**src/rtl/agusec_chk_pipe.sv**
```systemverilog
// Resolves capability AGU bounds-check results into registered pass/fault entries,
// queues them toward the LSQ and holds the first fault. Optional counter: AGUSEC_FAULT_CNT_EN.
module agusec_chk_pipe #(
   parameter int ROBW = 9,
   parameter int CNTW = 16,
   parameter int QD   = 4
) (
   input  logic            clk,
   input  logic            rst,
   input  logic            in_en,
   output logic            in_rdy,
   input  logic [64:0]     in_ptr,
   input  logic [43:0]     in_addr,
   input  logic            in_neg,
   input  logic [1:0]      in_c,
   input  logic [3:0]      in_pos_ack,
   input  logic [3:0]      in_neg_ack,
   input  logic            in_secq,
   input  logic [ROBW-1:0] in_rob,
   input  logic            in_flush,
   output logic            out_en,
   input  logic            out_rdy,
   output logic [43:0]     out_addr,
   output logic [ROBW-1:0] out_rob,
   output logic            out_fault,
   output logic [1:0]      out_code,
   output logic            flt_vld,
   output logic [ROBW-1:0] flt_rob,
   output logic [1:0]      flt_code,
   output logic [43:0]     flt_addr,
   input  logic            flt_clr,
   output logic [CNTW-1:0] flt_cnt
);

   localparam int AW = (QD > 1) ? $clog2(QD) : 1;
   localparam int CW = AW + 1;

   // Only the tag bit of the pointer matters here.
   logic unused_ptr_bits;
   assign unused_ptr_bits = ^in_ptr[63:0];

   logic            s1_v_q, s1_v_d;
   logic            s1_tag_q, s1_tag_d;
   logic            s1_up_ok_q, s1_up_ok_d;
   logic            s1_secq_q, s1_secq_d;
   logic [43:0]     s1_addr_q, s1_addr_d;
   logic [ROBW-1:0] s1_rob_q, s1_rob_d;

   logic            s2_v_q, s2_v_d;
   logic [1:0]      s2_code_q, s2_code_d;
   logic [43:0]     s2_addr_q, s2_addr_d;
   logic [ROBW-1:0] s2_rob_q, s2_rob_d;

   logic [43:0]     mem_addr_q [QD];
   logic [43:0]     mem_addr_d [QD];
   logic [ROBW-1:0] mem_rob_q  [QD];
   logic [ROBW-1:0] mem_rob_d  [QD];
   logic [1:0]      mem_code_q [QD];
   logic [1:0]      mem_code_d [QD];
   logic [AW-1:0]   wr_ptr_q, wr_ptr_d;
   logic [AW-1:0]   rd_ptr_q, rd_ptr_d;
   logic [CW-1:0]   count_q, count_d;

   logic            flt_vld_q, flt_vld_d;
   logic [ROBW-1:0] flt_rob_q, flt_rob_d;
   logic [1:0]      flt_code_q, flt_code_d;
   logic [43:0]     flt_addr_q, flt_addr_d;

   logic            accept, enq, deq, flt_enq, flt_take;
   logic [CW:0]     occ;

   // Space is reserved for everything already in S1/S2, so the queue cannot overflow.
   always_comb begin
      occ    = (CW+1)'(count_q) + (CW+1)'(s1_v_q) + (CW+1)'(s2_v_q);
      in_rdy = (occ <= (CW+1)'(QD - 1));
   end

   assign accept  = in_en & in_rdy & ~in_flush;
   assign enq     = s2_v_q & ~in_flush;
   assign deq     = out_en & out_rdy & ~in_flush;
   assign flt_enq = enq & (s2_code_q != 2'd0);
   assign flt_take = flt_enq & (~flt_vld_q | flt_clr);

   // Stage 1: capture tag, selected upper ack and range result.
   always_comb begin
      s1_v_d     = accept;
      s1_tag_d   = s1_tag_q;
      s1_up_ok_d = s1_up_ok_q;
      s1_secq_d  = s1_secq_q;
      s1_addr_d  = s1_addr_q;
      s1_rob_d   = s1_rob_q;
      if (accept) begin
         s1_tag_d   = in_ptr[64];
         s1_up_ok_d = in_neg ? in_neg_ack[in_c] : in_pos_ack[in_c];
         s1_secq_d  = in_secq;
         s1_addr_d  = in_addr;
         s1_rob_d   = in_rob;
      end
   end

   // Stage 2: prioritised fault code.
   always_comb begin
      s2_v_d    = s1_v_q & ~in_flush;
      s2_code_d = s2_code_q;
      s2_addr_d = s2_addr_q;
      s2_rob_d  = s2_rob_q;
      if (s1_v_q) begin
         if (!s1_tag_q)        s2_code_d = 2'd1;
         else if (!s1_up_ok_q) s2_code_d = 2'd2;
         else if (!s1_secq_q)  s2_code_d = 2'd3;
         else                  s2_code_d = 2'd0;
         s2_addr_d = s1_addr_q;
         s2_rob_d  = s1_rob_q;
      end
   end

   always_comb begin
      mem_addr_d = mem_addr_q;
      mem_rob_d  = mem_rob_q;
      mem_code_d = mem_code_q;
      wr_ptr_d   = wr_ptr_q;
      rd_ptr_d   = rd_ptr_q;
      count_d    = count_q + CW'(enq) - CW'(deq);
      if (enq) begin
         mem_addr_d[wr_ptr_q] = s2_addr_q;
         mem_rob_d[wr_ptr_q]  = s2_rob_q;
         mem_code_d[wr_ptr_q] = s2_code_q;
         wr_ptr_d             = wr_ptr_q + AW'(1);
      end
      if (deq) rd_ptr_d = rd_ptr_q + AW'(1);
      if (in_flush) begin
         wr_ptr_d = '0;
         rd_ptr_d = '0;
         count_d  = '0;
      end
   end

   always_comb begin
      flt_vld_d  = flt_vld_q;
      flt_rob_d  = flt_rob_q;
      flt_code_d = flt_code_q;
      flt_addr_d = flt_addr_q;
      if (flt_take) begin
         flt_vld_d  = 1'b1;
         flt_rob_d  = s2_rob_q;
         flt_code_d = s2_code_q;
         flt_addr_d = s2_addr_q;
      end else if (flt_clr) begin
         flt_vld_d = 1'b0;
      end
   end

   always_ff @(posedge clk) begin
      if (!rst) begin
         s1_v_q     <= 1'b0;
         s2_v_q     <= 1'b0;
         wr_ptr_q   <= '0;
         rd_ptr_q   <= '0;
         count_q    <= '0;
         flt_vld_q  <= 1'b0;
         flt_rob_q  <= '0;
         flt_code_q <= '0;
         flt_addr_q <= '0;
      end else begin
         s1_v_q     <= s1_v_d;
         s2_v_q     <= s2_v_d;
         wr_ptr_q   <= wr_ptr_d;
         rd_ptr_q   <= rd_ptr_d;
         count_q    <= count_d;
         flt_vld_q  <= flt_vld_d;
         flt_rob_q  <= flt_rob_d;
         flt_code_q <= flt_code_d;
         flt_addr_q <= flt_addr_d;
      end
   end

   // Datapath registers carry no reset; their valids qualify them.
   always_ff @(posedge clk) begin
      s1_tag_q   <= s1_tag_d;
      s1_up_ok_q <= s1_up_ok_d;
      s1_secq_q  <= s1_secq_d;
      s1_addr_q  <= s1_addr_d;
      s1_rob_q   <= s1_rob_d;
      s2_code_q  <= s2_code_d;
      s2_addr_q  <= s2_addr_d;
      s2_rob_q   <= s2_rob_d;
      mem_addr_q <= mem_addr_d;
      mem_rob_q  <= mem_rob_d;
      mem_code_q <= mem_code_d;
   end

   // Head fields are forced to zero when empty so reset and flush show clean outputs.
   always_comb begin
      out_en    = (count_q != '0);
      out_addr  = out_en ? mem_addr_q[rd_ptr_q] : '0;
      out_rob   = out_en ? mem_rob_q[rd_ptr_q]  : '0;
      out_code  = out_en ? mem_code_q[rd_ptr_q] : '0;
      out_fault = out_en & (out_code != 2'd0);
   end

   assign flt_vld  = flt_vld_q;
   assign flt_rob  = flt_rob_q;
   assign flt_code = flt_code_q;
   assign flt_addr = flt_addr_q;

`ifdef AGUSEC_FAULT_CNT_EN
   logic [CNTW-1:0] cnt_q, cnt_d;

   always_comb begin
      cnt_d = cnt_q;
      if (flt_enq && (cnt_q != {CNTW{1'b1}})) cnt_d = cnt_q + CNTW'(1);
   end

   always_ff @(posedge clk) begin
      if (!rst) cnt_q <= '0;
      else      cnt_q <= cnt_d;
   end

   assign flt_cnt = cnt_q;
`else
   assign flt_cnt = '0;
`endif

endmodule

```
**config.mk**
```make
export PLATFORM = sky130hd
export DESIGN_NAME = agusec_chk_pipe
export DESIGN_NICKNAME = d
export VERILOG_FILES = /design/src/rtl/agusec_chk_pipe.sv
export SDC_FILE = /design/constraint.sdc
export NUM_CORES = 1
export LEC_CHECK = 0
export CAP_MARGIN = 20
export CORE_AREA = 2 2 185 187
export CTS_BUF_LIST = sky130_fd_sc_hd__clkbuf_4 sky130_fd_sc_hd__clkbuf_8
export DETAILED_ROUTE_END_ITERATION = 8
export DIE_AREA = 0 0 187 189
export DONT_BUFFER_PORTS = 1
export REMOVE_ABC_BUFFERS = 1
export SETUP_SLACK_MARGIN = 0.3
export SYNTH_ARGS = -nofsm -noshare
export SYNTH_HDL_FRONTEND = slang
export SYNTH_SLANG_ARGS = --single-unit
export TNS_END_PERCENT = 20
```
**constraint.sdc**
```tcl
create_clock -name clk -period 9.95 [get_ports clk]
set_input_delay 0.4975 -clock clk [delete_from_list [all_inputs] [get_ports clk]]
set_output_delay 0.4975 -clock clk [all_outputs]
set_load 0.03 [all_outputs]
```
==> qor.yml, run 1 <==
outcome:
  status: "completed"
sta:
  layout_setup_ws_ns: 6.51
  max_slew_margin: 0.304
  rsz0062_at_grt: "no"
  drv_slew: 0
  fin_setup_tns_ns: 0
  min_period_ns: 3.44
  whs_ns: 0.0959
  tightestPinTransition_ns: 1.04
  hold_viol: 0
  final.setup_skew_ns: 0.0183
  finalCritPeriodShare: 0.346
  clock.fmax_ghz: 0.291
  setup_violations: 0
power:
  internal_power_mw: 2.69
  finalPower_mw: 3.39
  ir_worst_vdd_uv: 128
  power.switching_uw: 701
  share_comb_of_total_power: 0.019
  clockPowerShare: 0.433
  pwr-share-seq: 0.548
  leakagePower_nw: 5.43
  p_sw_frac: 0.207
  p_per_area_nw_per_um2: 198
logic_synthesis:
  synth_edf_count: 331
  synth-seq-cells: 396
  async_reset_ff_frac: 0
  synth_ff_type: "edfxtp_1"
  seq_area_frac_synth: 0.760
  yosys.cell_types.count: 35
  synthCells: 812
  avgSynthCellArea_um2: 18.2
  yosysWarnings: 0
  syn-cell-area_um2: 14800
detailed_routing:
  drt-met1-wl_um: 13800
  firstDrtPassIters: 5
  via_per_inst: 5.47
  ant_nets: 0
  wl_per_cell_um: 23.4
  wl_met3_um: 2250
  routed.top_layer: "met4"
  drt_wl_total_um: 32500
  dr_wl_met2_um: 16000
  drcViolationCount: 0
  drtIter0Drc: 534
  vias: 7586
cts:
  h-tree-depth: 3
  cts_buffers: 67
  numClockSinks: 396
  cts_buffer_depth: 3
  path_clk_slew_ns: 0.06
  root_buffer: "clkbuf_8"
  clk_latency_ns: 0.60
  cts_resized: 0
  postCtsSetupRepairBufs: 0
  cts_tree: "built"
  ctsHoldBuffers: 56
worst_setup_path:
  r2r_setup_slack_ns: 6.75
  critPathSlowestCell: "dfxtp_4"
  worstPathMaxFanout: 33
  arrival_ns: 2.94
  rr_worst_depth: 5
  crit_type: "reg2out"
  required_ns: 9.45
  critical_path.max_stage_delay_ns: 0.70
  cp_common_cell: "nor2_1"
  r2r_start: "s1_v_q"
  endpoint_kind: "primary output"
  crit_path_start_kind: "register"
  r2r-end: "s1_addr_q[23]"
  cp_cell_sequence: "buf_4 -> mux4_2 -> nor2_1 -> nor2_1"
global_routing:
  grtUsageTotal: 0.186
  grt_pass1_vias: 8168
  grt_max_degree: 61
  antenna_found_initial: 1
  grt_pass1_wl_um: 48800
  overflow: 0
worst_hold_path:
  holdPathStages: 3
  min_path_type: "in2reg"
  min_from: "in_flush"
  hold_end: "s1_v_q"
layout:
  ff_latch_area_um2: 11300
  fillers: 2729
  instances_no_fill: 1388
  multi_input_area_um2: 3190
  layout-drive-gt1-share: 0.214
  nets: 1031
  final_area_um2: 17100
  utilization: 0.513
  area_delta_synth_final_pct: 15.5
floorplan:
  ios: 266
  core_um2: 33300
  num_rows: 67
  die_width_um: 187
  initial_core_util: 0.444
  die_area_um2: 35300
  die_h_um: 189
place:
  post-place-cells: 1208
  place_congestion: 0.747
  dp_hpwl_um: 16600
  io_buffers: 0
  pre_cts_ws_ns: 6.33
  placed_area_um2: 15100
flow_run:
  cap_violations: 0
-- cell families (layout without fill, tap and decap cells) --
| group | count (synthesis) | after routing | synth area share |
|---|---|---|---|
| flip-flops | 396 | 396 | 0.760 |
| AND/OR/NAND/NOR | 140 | 140 | 0.0586 |
| AO/OA/AOI/OAI | 119 | 119 | 0.0503 |
| buffers and inverters | 84 | 196 | 0.0319 |
| multiplexers | 59 | 59 | 0.0882 |
| adder cells (fa/ha/maj) | 9 | 9 | 0.00812 |
| XOR/XNOR | 4 | 4 | 0.00237 |
| other | 1 | 17 | 0.000254 |
-- synthesized netlist by cell type, types with 2 or more instances --
master | number | area (um2)
edfxtp_1 | 331 | 9940
mux4_2 | 57 | 1280
buf_1 | 4 | 15.0
dfxtp_1 | 65 | 1300
xnor2_1 | 2 | 17.5
nor2b_1 | 36 | 225
buf_2 | 16 | 80.1
nor2_1 | 12 | 45.0
buf_6 | 9 | 101
and2b_1 | 22 | 165
nand4_1 | 53 | 332
a21oi_1 | 59 | 295
xor2_1 | 2 | 17.5
ha_1 | 8 | 100
and2_1 | 6 | 37.5
clkbuf_1 | 28 | 105
buf_4 | 18 | 135
o31ai_1 | 56 | 420
nand3_1 | 2 | 10.0
nand2_1 | 3 | 11.3
inv_1 | 7 | 26.3
nand2b_1 | 3 | 18.8
-- how the worst max path moves through the flow --
stage	from	endpoint	slack (ns)	cells after the start
detailed placement	s1_v_q	s1_rob_q[4]	6.33	4
finish	rd_ptr_q[0]	out_fault	6.51	4
floorplan	s1_v_q	s1_addr_q[0]	4.54	3
CTS	s1_v_q	s1_addr_q[23]	6.35	4
global placement	s1_v_q	s1_addr_q[21]	6.43	4
global route	rd_ptr_q[0]	out_addr[13]	6.22	3
-- routing by layer --
metal | vias to the layer above | global-route usage
met3 | 37 | 0.0512
met5 | - | 0
li1 | 3356 | -
met4 | 0 | 0.0629
met2 | 279 | 0.308
met1 | 3914 | 0.238
-- final cells by class --
cell class | count | share of cell area
antenna | 1 | 0.000147
inverter | 8 | 0.00176
tap | 448 | 0.0328
sequential | 396 | 0.659
timing repair buffer | 66 | 0.0384
clock inverter | 15 | 0.00498
multi-input combinational | 347 | 0.187
clock buffer | 107 | 0.0763
-- power groups by stage --
stage          combinational, mW  clock [mW]  sequential (mW)
2_1_floorplan             0.0306           0             1.88
3_3_place_gp              0.0452           0             1.89
3_5_place_dp              0.0465           0             1.89
4_1_cts                   0.0642        1.51             1.86
5_1_grt                   0.0702        1.59             1.86
6_report                  0.0655        1.47             1.86
-- sequential cells by signal, indices dropped and copies added (netlist names), 3 cells and up --
register / cells
count_q: 3
flt_addr: 44
flt_rob: 9
mem_addr_q: 176
mem_code_q: 8
mem_rob_q: 36
s1_addr_q: 44
s1_rob_q: 9
s2_addr_q: 44
s2_rob_q: 9
-- critical path: cells and delay by family, from the launching register on --
family / cells / cell delay (ns)
muxes: 1 / 0.65
DFF: 1 / 0.70
and+or+nand+nor: 2 / 0.31
buffers and inverters: 1 / 0.68
-- cells in the final DEF, fill, tap and decap left out, types with 27 or more instances in the layout --
master,instances
dfxtp_1,62
nor2b_1,34
clkbuf_8,80
o31ai_1,56
mux4_2,57
nand4_1,53
a21oi_1,58
edfxtp_1,331
clkbuf_4,27
dlygate4sd3_1,56
No activity file was read; power rests on OpenSTA's default activity.
==> run 2: changes to the inputs <==
- clock period: 9.95 -> 3.36 ns (I/O delays scaled with it)
==> run 2 against run 1 <==
Total power grew to 3.0 times the previous value. Worst setup slack worse by 5.8 ns. Clock power rose to 3.0 times the previous value. Utilization grew 0.36 points. Register-to-register slack worse by 5.9 ns. Via count increased by 1.5%. Cell count rose by 0.58%. Combinational power grew to 3.3 times the previous value.
==> qor.yml, run 2 (synthesis results as in run 1) <==
worst_hold_path:
  holdPathStages: 2
  hold_end: "s1_addr_q[28]"
  min_from: "in_flush"
  min_path_type: "in2reg"
layout:
  layout_commonest_cell: "edfxtp_1"
  fillers: 2707
  layout-drive-gt1-share: 0.212
  final_cell_mix: "331 x edfxtp_1, 80 x clkbuf_8, 63 x dlygate4sd3_1"
  n_antenna_cell: 0
  area_delta_synth_final_pct: 16.3
  nets: 1041
  final_area_um2: 17200
  regMostFlops: "mem_addr_q"
  largest_register_ffs: 176
sta:
  max_slew_margin: 0.392
  min_period_ns: 2.65
  clock.fmax_ghz: 0.377
  fin_setup_tns_ns: 0
  setup_violations: 0
  rsz0062_at_grt: "no"
  drv_slew: 0
  finalCritPeriodShare: 0.789
  hold_viol: 0
  tightestPinTransition_ns: 0.912
  final.setup_skew_ns: 0.0167
global_routing:
  grt_pass1_vias: 8328
  grtUsageTotal: 0.189
  grt_pass1_wl_um: 49900
  grt_max_degree: 57
  antenna_found_initial: 0
  overflow: 0
worst_setup_path:
  crit_type: "reg2out"
  arrival_ns: 2.48
  rr_worst_depth: 5
  required_ns: 3.19
  worstPathMaxFanout: 56
  cp_cell_sequence: "mux4_2 -> nor2b_1"
  r2r-end: "s1_addr_q[41]"
  crit_path_start_kind: "register"
  critical_path.max_stage_delay_ns: 0.94
  r2r_start: "count_q[0]"
  endpoint_kind: "primary output"
  r2r_setup_slack_ns: 0.87
  critPathSlowestCell: "dfxtp_4"
cts:
  cts_buffer_depth: 3
  postCtsSetupRepairBufs: 0
  path_clk_slew_ns: 0.06
  h-tree-depth: 3
  cts_resized: 0
  root_buffer: "clkbuf_8"
  cts_tree: "built"
  cts_buffers: 67
  ctsHoldBuffers: 63
  numClockSinks: 396
  clk_latency_ns: 0.59
floorplan:
  die_h_um: 189
  die_width_um: 187
  num_rows: 67
  core_um2: 33300
  ios: 266
  initial_core_util: 0.444
  die_area_um2: 35300
detailed_routing:
  firstDrtPassIters: 5
  via_per_inst: 5.51
  vias: 7697
  drtIter0Drc: 508
  drcViolationCount: 0
  drt_wl_total_um: 32900
  wl_per_cell_um: 23.5
  ant_nets: 0
place:
  place_congestion: 0.739
  dp_hpwl_um: 17200
  placed_area_um2: 15200
  io_buffers: 0
outcome:
  status: "completed"
power:
  ir_worst_vdd_uv: 331
  leakagePower_nw: 5.49
  p_per_area_nw_per_um2: 591
flow_run:
  cap_violations: 0
==> run 2: cell count changes in the layout (fill, tap and decap cells not counted), moves of 2 or more <==
cell,before,now
dlygate4sd3_1,56,63
inv_6,3,0
buf_12,0,2
buf_4,9,11
bufinv_16,0,2
clkinv_1,5,7
==> run 2: where the power goes <==
part           switching (mW)  internal (mW)  leakage, nW
Combinational           0.138         0.0794         1.20
Sequential             0.0684           5.42         3.53
Clock                    1.86           2.60        0.754
==> run 2: cell type report <==
type                    instances  area [um2]  share of cell area
clock inverters                15         119             0.00691
flip-flops and latches        396       11300               0.654
well taps                     448         561              0.0326
clock buffers                 106        1300              0.0754
multi-input cells             347        3190               0.185
inverters                       8        30.0             0.00175
repair buffers                 76         753              0.0438
==> run 2: metrics by stage <==
step	power (mW)	instances	worst slack [ns]	util	hold WS, ns
after detailed placement	5.74	1212	0.847	0.455	0.267
after CTS	10.3	1396	0.584	0.517	0.0238
after global routing	10.5	1396	0.513	0.517	0.0375
final	10.2	1396	0.710	0.517	0.0595
after floorplan	5.66	751	-2.05	-	0.267
after global placement	5.73	1212	0.868	0.455	0.267
==> run 2: how the worst max path moves through the flow <==
stage / start / to / slack, ns / depth (start not counted)
CTS: rd_ptr_q[1] / out_addr[19] / 0.58 / 2
global route: rd_ptr_q[1] / out_addr[19] / 0.51 / 2
floorplan: s1_v_q / s1_addr_q[0] / -2.05 / 3
finish: rd_ptr_q[1] / out_addr[0] / 0.71 / 2
global placement: count_q[0] / s1_up_ok_q / 0.87 / 5
detailed placement: count_q[0] / s1_up_ok_q / 0.85 / 5
==> run 2: per-layer routing <==
metal  vias to the layer above  track usage  share of wire  wire length [um]
li1                       3376            -              -                 -
met1                      3933        0.238           0.41             13500
met2                       346        0.319           0.49             16200
met3                        42       0.0525          0.079              2600
met4                         0       0.0604          0.016               510
met5                         -            0              0                 0
==> run 2: worst max-delay path: cells and delay by family, from the launching register on <==
family,cells,cell delay (ns)
flops,1,0.94
simple gates,1,0.58
mux,1,0.34
